`config.mk`:
```
export PLATFORM = sky130hd
export DESIGN_NAME = mb_fetch_addr
export DESIGN_NICKNAME = d
export VERILOG_FILES = /design/src/rtl/mb_fetch_addr.sv
export SDC_FILE = /design/constraint.sdc
export NUM_CORES = 1
export LEC_CHECK = 0
export BUFFER_PORTS_ARGS = -buffer_cell sky130_fd_sc_hd__buf_4
export CORE_ASPECT_RATIO = 0.7
export CORE_MARGIN = 4
export CORE_UTILIZATION = 54
export DETAILED_ROUTE_END_ITERATION = 6
export GPL_ROUTABILITY_DRIVEN = 0
export PLACE_DENSITY_LB_ADDON = 0.25
export SLEW_MARGIN = 10
export SYNTH_ARGS = -nofsm -noshare
export SYNTH_HDL_FRONTEND = slang
export SYNTH_SLANG_ARGS = --single-unit
```
`constraint.sdc`:
```
create_clock -name clk -period 4.7 [get_ports clk]
set_clock_uncertainty 0.2 [all_clocks]
set_input_delay 0.235 -clock clk [delete_from_list [all_inputs] [get_ports clk]]
set_output_delay 0.235 -clock clk [all_outputs]
set_load 0.05 [all_outputs]
```
`src/rtl/mb_fetch_addr.sv`:
```
// Turns a 4x4 block coordinate {row, col} into frame-buffer read addresses.
// Define MB_FETCH_NEIGHBOR_EN to also emit the intra-prediction neighbour samples.
module mb_fetch_addr #(
  parameter int WIDTH  = 720,
  parameter int LENGTH = 1280,
  parameter int ADDR_W = 20
) (
  input  logic              clk,
  input  logic              reset,
  input  logic              mb_valid,
  output logic              mb_ready,
  input  logic [31:0]       mbnumber,
  output logic              rd_valid,
  input  logic              rd_ready,
  output logic [ADDR_W-1:0] rd_addr,
  output logic [1:0]        rd_kind,
  output logic              rd_last,
  output logic              err_oob
);

  typedef enum logic [1:0] {IDLE, CALC, NBR, PIX} state_t;

  localparam logic [15:0]       WIDTH_16  = 16'(WIDTH);
  localparam logic [15:0]       LENGTH_16 = 16'(LENGTH);
  localparam logic [ADDR_W-1:0] WIDTH_A   = ADDR_W'(WIDTH);
  localparam logic [ADDR_W-1:0] STEP_ROW  = ADDR_W'(WIDTH - 3);
  localparam logic [ADDR_W-1:0] ONE_A     = ADDR_W'(1);

  state_t            state_q, state_d;
  logic [15:0]       row_q, row_d, col_q, col_d;
  logic [ADDR_W-1:0] base_q, base_d, addr_q, addr_d;
  logic [3:0]        cnt_q, cnt_d;
  logic              valid_q, valid_d, last_q, last_d, err_q, err_d;
  logic              oob, fire;
  logic [ADDR_W-1:0] calcBase;

`ifdef MB_FETCH_NEIGHBOR_EN
  logic [1:0] kind_q, kind_d;
  logic       hasTop, hasLeft;
  assign hasTop  = (row_q != 16'd0);
  assign hasLeft = (col_q != 16'd0);
  assign rd_kind = kind_q;
`else
  assign rd_kind = 2'b00;
`endif

  // The only multiplier; everything after CALC steps with running adders.
  assign calcBase = ADDR_W'(row_q) * WIDTH_A + ADDR_W'(col_q);
  assign oob = (mbnumber[31:16] >= LENGTH_16) || (mbnumber[15:0] >= WIDTH_16) ||
               (mbnumber[17:16] != 2'b00) || (mbnumber[1:0] != 2'b00);
  assign fire = valid_q && rd_ready;

  assign mb_ready = (state_q == IDLE);
  assign rd_valid = valid_q;
  assign rd_addr  = addr_q;
  assign rd_last  = last_q;
  assign err_oob  = err_q;

  always_ff @(posedge clk or posedge reset) begin
    if (reset) begin
      state_q <= IDLE;
      row_q   <= '0;
      col_q   <= '0;
      base_q  <= '0;
      addr_q  <= '0;
      cnt_q   <= '0;
      valid_q <= 1'b0;
      last_q  <= 1'b0;
      err_q   <= 1'b0;
`ifdef MB_FETCH_NEIGHBOR_EN
      kind_q  <= 2'b00;
`endif
    end else begin
      state_q <= state_d;
      row_q   <= row_d;
      col_q   <= col_d;
      base_q  <= base_d;
      addr_q  <= addr_d;
      cnt_q   <= cnt_d;
      valid_q <= valid_d;
      last_q  <= last_d;
      err_q   <= err_d;
`ifdef MB_FETCH_NEIGHBOR_EN
      kind_q  <= kind_d;
`endif
    end
  end

  always_comb begin
    state_d = state_q;
    row_d   = row_q;
    col_d   = col_q;
    base_d  = base_q;
    addr_d  = addr_q;
    cnt_d   = cnt_q;
    valid_d = valid_q;
    last_d  = last_q;
    err_d   = 1'b0;
`ifdef MB_FETCH_NEIGHBOR_EN
    kind_d  = kind_q;
`endif
    case (state_q)
      IDLE: begin
        if (mb_valid) begin
          row_d = mbnumber[31:16];
          col_d = mbnumber[15:0];
          if (oob) err_d = 1'b1;
          else     state_d = CALC;
        end
      end
      CALC: begin
        base_d = calcBase;
`ifdef MB_FETCH_NEIGHBOR_EN
        state_d = (hasTop || hasLeft) ? NBR : PIX;
`else
        state_d = PIX;
`endif
      end
`ifdef MB_FETCH_NEIGHBOR_EN
      // kind_q doubles as the neighbour-group tracker: 3 top-left, 1 top, 2 left.
      NBR: begin
        if (!valid_q) begin
          valid_d = 1'b1;
          cnt_d   = 4'd0;
          if (hasTop && hasLeft) begin
            addr_d = base_q - WIDTH_A - ONE_A;
            kind_d = 2'd3;
          end else if (hasTop) begin
            addr_d = base_q - WIDTH_A;
            kind_d = 2'd1;
          end else begin
            addr_d = base_q - ONE_A;
            kind_d = 2'd2;
          end
        end else if (fire) begin
          if (kind_q == 2'd3) begin
            addr_d = addr_q + ONE_A;
            kind_d = 2'd1;
            cnt_d  = 4'd0;
          end else if (cnt_q[1:0] != 2'd3) begin
            addr_d = (kind_q == 2'd1) ? addr_q + ONE_A : addr_q + WIDTH_A;
            cnt_d  = cnt_q + 4'd1;
          end else if (kind_q == 2'd1 && hasLeft) begin
            addr_d = base_q - ONE_A;
            kind_d = 2'd2;
            cnt_d  = 4'd0;
          end else begin
            addr_d  = base_q;
            kind_d  = 2'd0;
            cnt_d   = 4'd0;
            state_d = PIX;
          end
        end
      end
`endif
      PIX: begin
        if (!valid_q) begin
          valid_d = 1'b1;
          addr_d  = base_q;
          cnt_d   = 4'd0;
          last_d  = 1'b0;
`ifdef MB_FETCH_NEIGHBOR_EN
          kind_d  = 2'd0;
`endif
        end else if (fire) begin
          if (last_q) begin
            valid_d = 1'b0;
            last_d  = 1'b0;
            state_d = IDLE;
          end else begin
            cnt_d  = cnt_q + 4'd1;
            addr_d = (cnt_q[1:0] == 2'd3) ? addr_q + STEP_ROW : addr_q + ONE_A;
            last_d = (cnt_q == 4'd14);
          end
        end
      end
      default: state_d = IDLE;
    endcase
  end

endmodule
```
---- After elaboration in Yosys (flattened, before gate mapping) ----
Index checks and enable logic that the tools add are counted.
cells by class
  add/subtract/negate cells ............... 4
  multipliers ............................. 1
  $lt $le $gt $ge ......................... 2
  equality and inequality tests ........... 11
  multiplexer cells ....................... 22
  reduce and logical (&&, ||, !) cells .... 11
operators by type and width
  cell                                                                      number
  20-bit 2-to-1 mux                                                         4
  20-bit by 1-bit adder with 20-bit output (second input constant)          1
  20-bit by 10-bit adder with 20-bit output (second input constant)         1
  20-bit by 16-bit adder with 20-bit output                                 1
  16-bit by 10-bit >= comparator with 1-bit output (second input constant)  1
  16-bit by 11-bit >= comparator with 1-bit output (second input constant)  1
  16-bit by 6-bit multiplier with 16-bit output (second input constant)     1
  4-bit 2-to-1 mux                                                          3
  2-bit inequality test (second input constant)                             6
  2-bit 2-to-1 mux                                                          5
  1-bit 2-to-1 mux                                                          9
  2-bit one-hot mux with 3 select lines                                     1
  5-bit AND reduction                                                       1
  4-bit by 1-bit adder with 4-bit output (second input constant)            1
  2-bit equality test (second input constant)                               2
  4-bit equality test (second input constant)                               1
  2-bit AND reduction                                                       2
  2-bit nonzero test                                                        2
  1-bit logical OR                                                          3
  3-bit AND reduction                                                       1
  2-bit by 1-bit equality test with 1-bit output (second input constant)    1
  2-bit zero test                                                           1
  2-bit by 1-bit inequality test with 1-bit output (second input constant)  1
  1-bit logical AND                                                         1
word-level totals
  bits in registers ....................... 81
  input port bits ......................... 36
  output and inout bits ................... 26
  logic and storage cells ................. 60

---- Longest topological paths before layout ----
  depth in word-level cells ............... 7
  gate-level depth with buffers ........... 20
  gate-level depth less buffers ........... 20

---- Worst setup path before layout ----
No wires, ideal clock.
  path type ............................... register -> register
  start ................................... reg row_q[1]
  end ..................................... reg base_q[19]
  library setup time ...................... 0.131 ns
  data arrival time ....................... 4.201 ns
  required time ........................... 4.369 ns
  path slack .............................. 0.168 ns
  cell stages (with the launch flop) ...... 17
  buffers on the path ..................... 0
  clock period less this slack ............ 4.532 ns
  cells stage by stage .................... dfrtp_1 > ha_1 > xor2_1 > ha_1 > inv_1 > fa_1 > inv_1 > ha_1 > and3_1 > a2111oi_4 > xnor2_1 > ha_1 > and3_1 > o31ai_1 > a211oi_2 > nand4_1 > or3b_1
on the way
  cells in the longest elaborated chain, start to end .. 2
RTL lines
  element                                        RTL line  RTL
  from (decl)                                    30        logic [15:0] row_q, row_d, col_q, col_d;
  from (signal assigned)                         75        row_q <= row_d;
  16-bit by 6-bit multiplier with 16-bit output  48        assign calcBase = ADDR_W'(row_q) * WIDTH_A + ADDR_W'(col_q);
  20-bit by 16-bit adder with 20-bit output      48
  to (signal assigned)                           77        base_q <= base_d;
  to (decl)                                      31        logic [ADDR_W-1:0] base_q, base_d, addr_q, addr_d;
Every way passes these cells.
A chain may end at the register's enable or synchronous reset.

---- Worst setup path in the final report ----
  start ................................... reg row_q[3]
  end ..................................... reg base_q[19]
The elaborated chain is that of the path after synthesis.

==> run summary <==
=======================================================================================
Insertion delay of the later-clocked pin in the worst-skew pair                 0.35 ns
Final Hold Viols                                                                      0
Post-route non-filler standard cell count                                           832
Clock buffer count from CTS                                                           9
Clock-pin slew on the worst setup and hold paths                                0.07 ns
Clock Path Buffers                                                                    2
Final critical path time including I/O delays and setup                         4.63 ns
Number of violations reported at the end of detailed-routing iteration 0            341
Total Wirelength                                                                14.7 mm
Leakage                                                                         3.50 nW
Final Cycle Share                                                                 0.985
Die outline area                                                           0.0123 sq mm
Via count of the routed design                                                     4740
Dominant delay contributor by cell family on the critical path              adder cells
Fill cell total of the finished layout                                              718
Share of synthesized area occupied by flip-flops and latches                      0.356
Starting Density                                                                  0.551
Global-route wire length before repair                                          23.4 mm
WP data arrival                                                                 4.65 ns
Global routing met1 resource utilization                                          0.359
Total buffers and inverters traversed by the critical path                            2
Number of flops mapped to enable cells by yosys                                       0
Htree depth                                                                           3
I/O pins                                                                             62
Largest net degree at the start of global routing                                    45
Post-place setup slack                                                       -0.0480 ns
Status                                                                     complete, no violations
Area growth syn-to-layout                                                         26.6%
Crit-path slowest cell                                                     sky130_fd_sc_hd__fa_1
Most crowded layer after global routing                                            met2
Y dimension of the die                                                          93.9 um
Cell taking the most area after synthesis                                  sky130_fd_sc_hd__dfrtp_1
Average size of a mapped cell                                                9.57 sq um
Grt met2 use                                                                      0.364
Count of pins over their slew limit                                                   0
Core outline area                                                          0.0103 sq mm
Dominant synthesized flop cell                                             sky130_fd_sc_hd__dfrtp_1
Final Worst Setup Slack                                                       0.0724 ns
Largest cells by area after synthesis                                      sky130_fd_sc_hd__dfrtp_1 36%, sky130_fd_sc_hd__ha_1 12%, sky130_fd_sc_hd__fa_1 6.0%, sky130_fd_sc_hd__mux2_2 5.9%, sky130_fd_sc_hd__inv_1 4.3%
DRC violation count after routing                                                     0
Die outline width                                                                131 um
Top cell types by occurrence after synthesis                               81 x sky130_fd_sc_hd__dfrtp_1, 65 x sky130_fd_sc_hd__inv_1, 61 x sky130_fd_sc_hd__nand2_1
Gate Count Post-Synth                                                               594
Overall Power                                                                 0.00613 W
Storage element area                                                       0.00203 sq mm
DP Cell Count                                                                       779
Number of max-capacitance violations reported                                         0
Layout cells sized above 1                                                        0.223
Classification of the worst-slack hold path                                   in -> reg
Routing usage on met3                                                            0.0642
Sort of element at the start of the critical path                             flip-flop
Most used standard cell by instance count after synthesis                  sky130_fd_sc_hd__dfrtp_1
#FFs+latches synth                                                                   81
Kind of critical path                                                        reg -> reg
Maximum operating frequency                                                     216 MHz
Total power divided by cell area                                            851 mW/mm^2
Number of input and output port buffers inserted                                     59
Capturing element type of the critical path                                   flip-flop
Setup tns final                                                                    0 ns
Total setup violations reported at the end of the flow                                0
Share of the core filled with cells                                               0.698
TritonCTS sink count                                                                 81
Antenna diodes                                                                        0
Clock root buffer                                                          sky130_fd_sc_hd__clkbuf_16
Summed instance area of the synthesized netlist                            0.00569 sq mm
Worst path max stage delay                                                      0.51 ns
Final HPWL DP                                                                   10.4 mm
Vias per cell                                                                      5.70
Async set or reset register ratio after synthesis                                  1.00
Endpoint required time on the critical path                                     4.72 ns
Wire per inst                                                                   17.6 um
Standard-cell rows                                                                   31
Number of distinct library cells after synthesis                                     54
Area of the multi-input gates                                              0.00354 sq mm
Measured slew at the worst slew-check pin                                      0.869 ns
Net total in the final layout                                                       802
Clock tree from TritonCTS                                                         built
Rel. slew slack                                                                   0.420
Largest fanout on the critical path                                                   4
Global route overflow                                                                 0
Total routing usage reported by global routing                                    0.244
Critical Path, Cell by Cell                                                ha_4 -> xor2_1 -> ha_1 -> inv_1 -> fa_1 -> inv_1 -> ha_4 -> and3_2 -> a2111oi_4 -> xnor2_1 -> ha_1 -> nand3_4 -> a31oi_4 -> o31ai_4 -> a211oi_2 -> a211oi_2 -> or3b_1
Largest voltage drop on the vdd net                                          0.000515 V
Yosys top cell area share                                                         0.356
Number of global-route vias before repair                                          4674
Ys Warns                                                                              0
Detailed-routing iteration count for the pre-antenna-repair pass                      5
Detail Route Antenna Nets                                                             0
Unrepaired setup endpoints after global routing                                     yes
Number of antenna violations at the first check in global routing                     0
=======================================================================================
## path summary, 6_finish.rpt
path / start / end / slack [ns] / depth (start not counted)
worst max-delay path: row_q[3]$_DFFE_PP0P_ / base_q[19]$_DFFE_PP0P_ / 0.07 / 17
min in group asynchronous: reset / rd_addr[1]$_DFFE_PP0P_ / 0.31 / 3
worst min-delay path: rd_ready / state_q[0]$_DFFE_PP0P_ / 0.16 / 4
worst max register to register: row_q[3]$_DFFE_PP0P_ / base_q[19]$_DFFE_PP0P_ / 0.07 / 17
worst min register to register: col_q[3]$_DFFE_PP0P_ / base_q[3]$_DFFE_PP0P_ / 0.28 / 2
max in group asynchronous: reset / base_q[19]$_DFFE_PP0P_ / 2.99 / 4
## report_power, final
part           leakage, nW  internal, W  switching [W]  total [W]
combinational         2.30      0.00179        0.00237    0.00415
sequential            1.03     0.000938       0.000244    0.00118
clock                0.160     0.000476       0.000312   0.000788
## area by class of cell
type	count	share of cell area
Inverter	65	0.0341
Tap cell	132	0.0229
Clock inverter	7	0.0149
Timing Repair Buffer	106	0.122
Sequential cell	81	0.282
Multi-Input combinational cell	432	0.492
Clock buffer	9	0.0313
## routing by layer
layer,vias to the layer above,routed length [um]
li1,2271,-
met1,2302,6750
met2,144,6790
met3,23,874
met4,0,264
met5,-,0
## flip-flops by register name, indices dropped and copies added (netlist names), 2 cells and up
signal,flops
row_q,16
state_q,2
rd_addr,20
cnt_q,4
base_q,20
col_q,16
## repair_timing
action | 4_1_cts | 5_1_grt
setup buffers | 1 | 2
hold endpoints to repair | 70 | 0
hold buffers | 34 | 0
setup endpoints to repair | 1 | 4
resized for setup | 3 | 32
pin swaps | 4 | 20
gates cloned | 0 | 0
## worst reg2reg max path: cells and delay by family (launching register included)
kind / cells / cell delay [ns]
buffers and inverters: 2 / 0.13
XOR/XNOR: 2 / 0.28
adder cells (fa/ha/maj): 5 / 1.65
flip-flops: 1 / 0.46
AND/OR/NAND/NOR: 3 / 0.71
AO/OA/AOI/OAI: 5 / 1.07
## kinds of logic after synthesis
| logic type | after synthesis | synth area share |
|---|---|---|
| XOR/XNOR | 39 | 0.0601 |
| adder cells (fa/ha/maj) | 71 | 0.179 |
| other | 1 | 0.000659 |
| AO/OA/AOI/OAI | 131 | 0.147 |
| AND/OR/NAND/NOR | 150 | 0.127 |
| flip-flops | 81 | 0.356 |
| multiplexers | 39 | 0.0752 |
| buffers and inverters | 82 | 0.0554 |
## placed cells by master (no fill, tap or decap), types with 15 or more instances in the layout
cell type / Yosys / final
sky130_fd_sc_hd__mux2_2: 30 / 30
sky130_fd_sc_hd__nor2_1: 22 / 22
sky130_fd_sc_hd__nand2_1: 61 / 60
sky130_fd_sc_hd__inv_1: 65 / 62
sky130_fd_sc_hd__xnor2_1: 19 / 18
sky130_fd_sc_hd__xor2_1: 20 / 20
sky130_fd_sc_hd__buf_4: 2 / 72
sky130_fd_sc_hd__dfrtp_1: 81 / 78
sky130_fd_sc_hd__a21oi_1: 40 / 37
sky130_fd_sc_hd__fa_1: 17 / 15
sky130_fd_sc_hd__o21ai_0: 27 / 27
sky130_fd_sc_hd__dlygate4sd3_1: 0 / 34
sky130_fd_sc_hd__ha_1: 54 / 43
## per-stage QoR
stage	hold slack (ns)	instance area (sq um)
global placement	0.136	6300
detailed placement	0.142	6300
CTS	0.149	7000
global route	0.200	7200
finish	0.158	7200
floorplan	0.152	5690
Power figures use the tool's default switching activity.
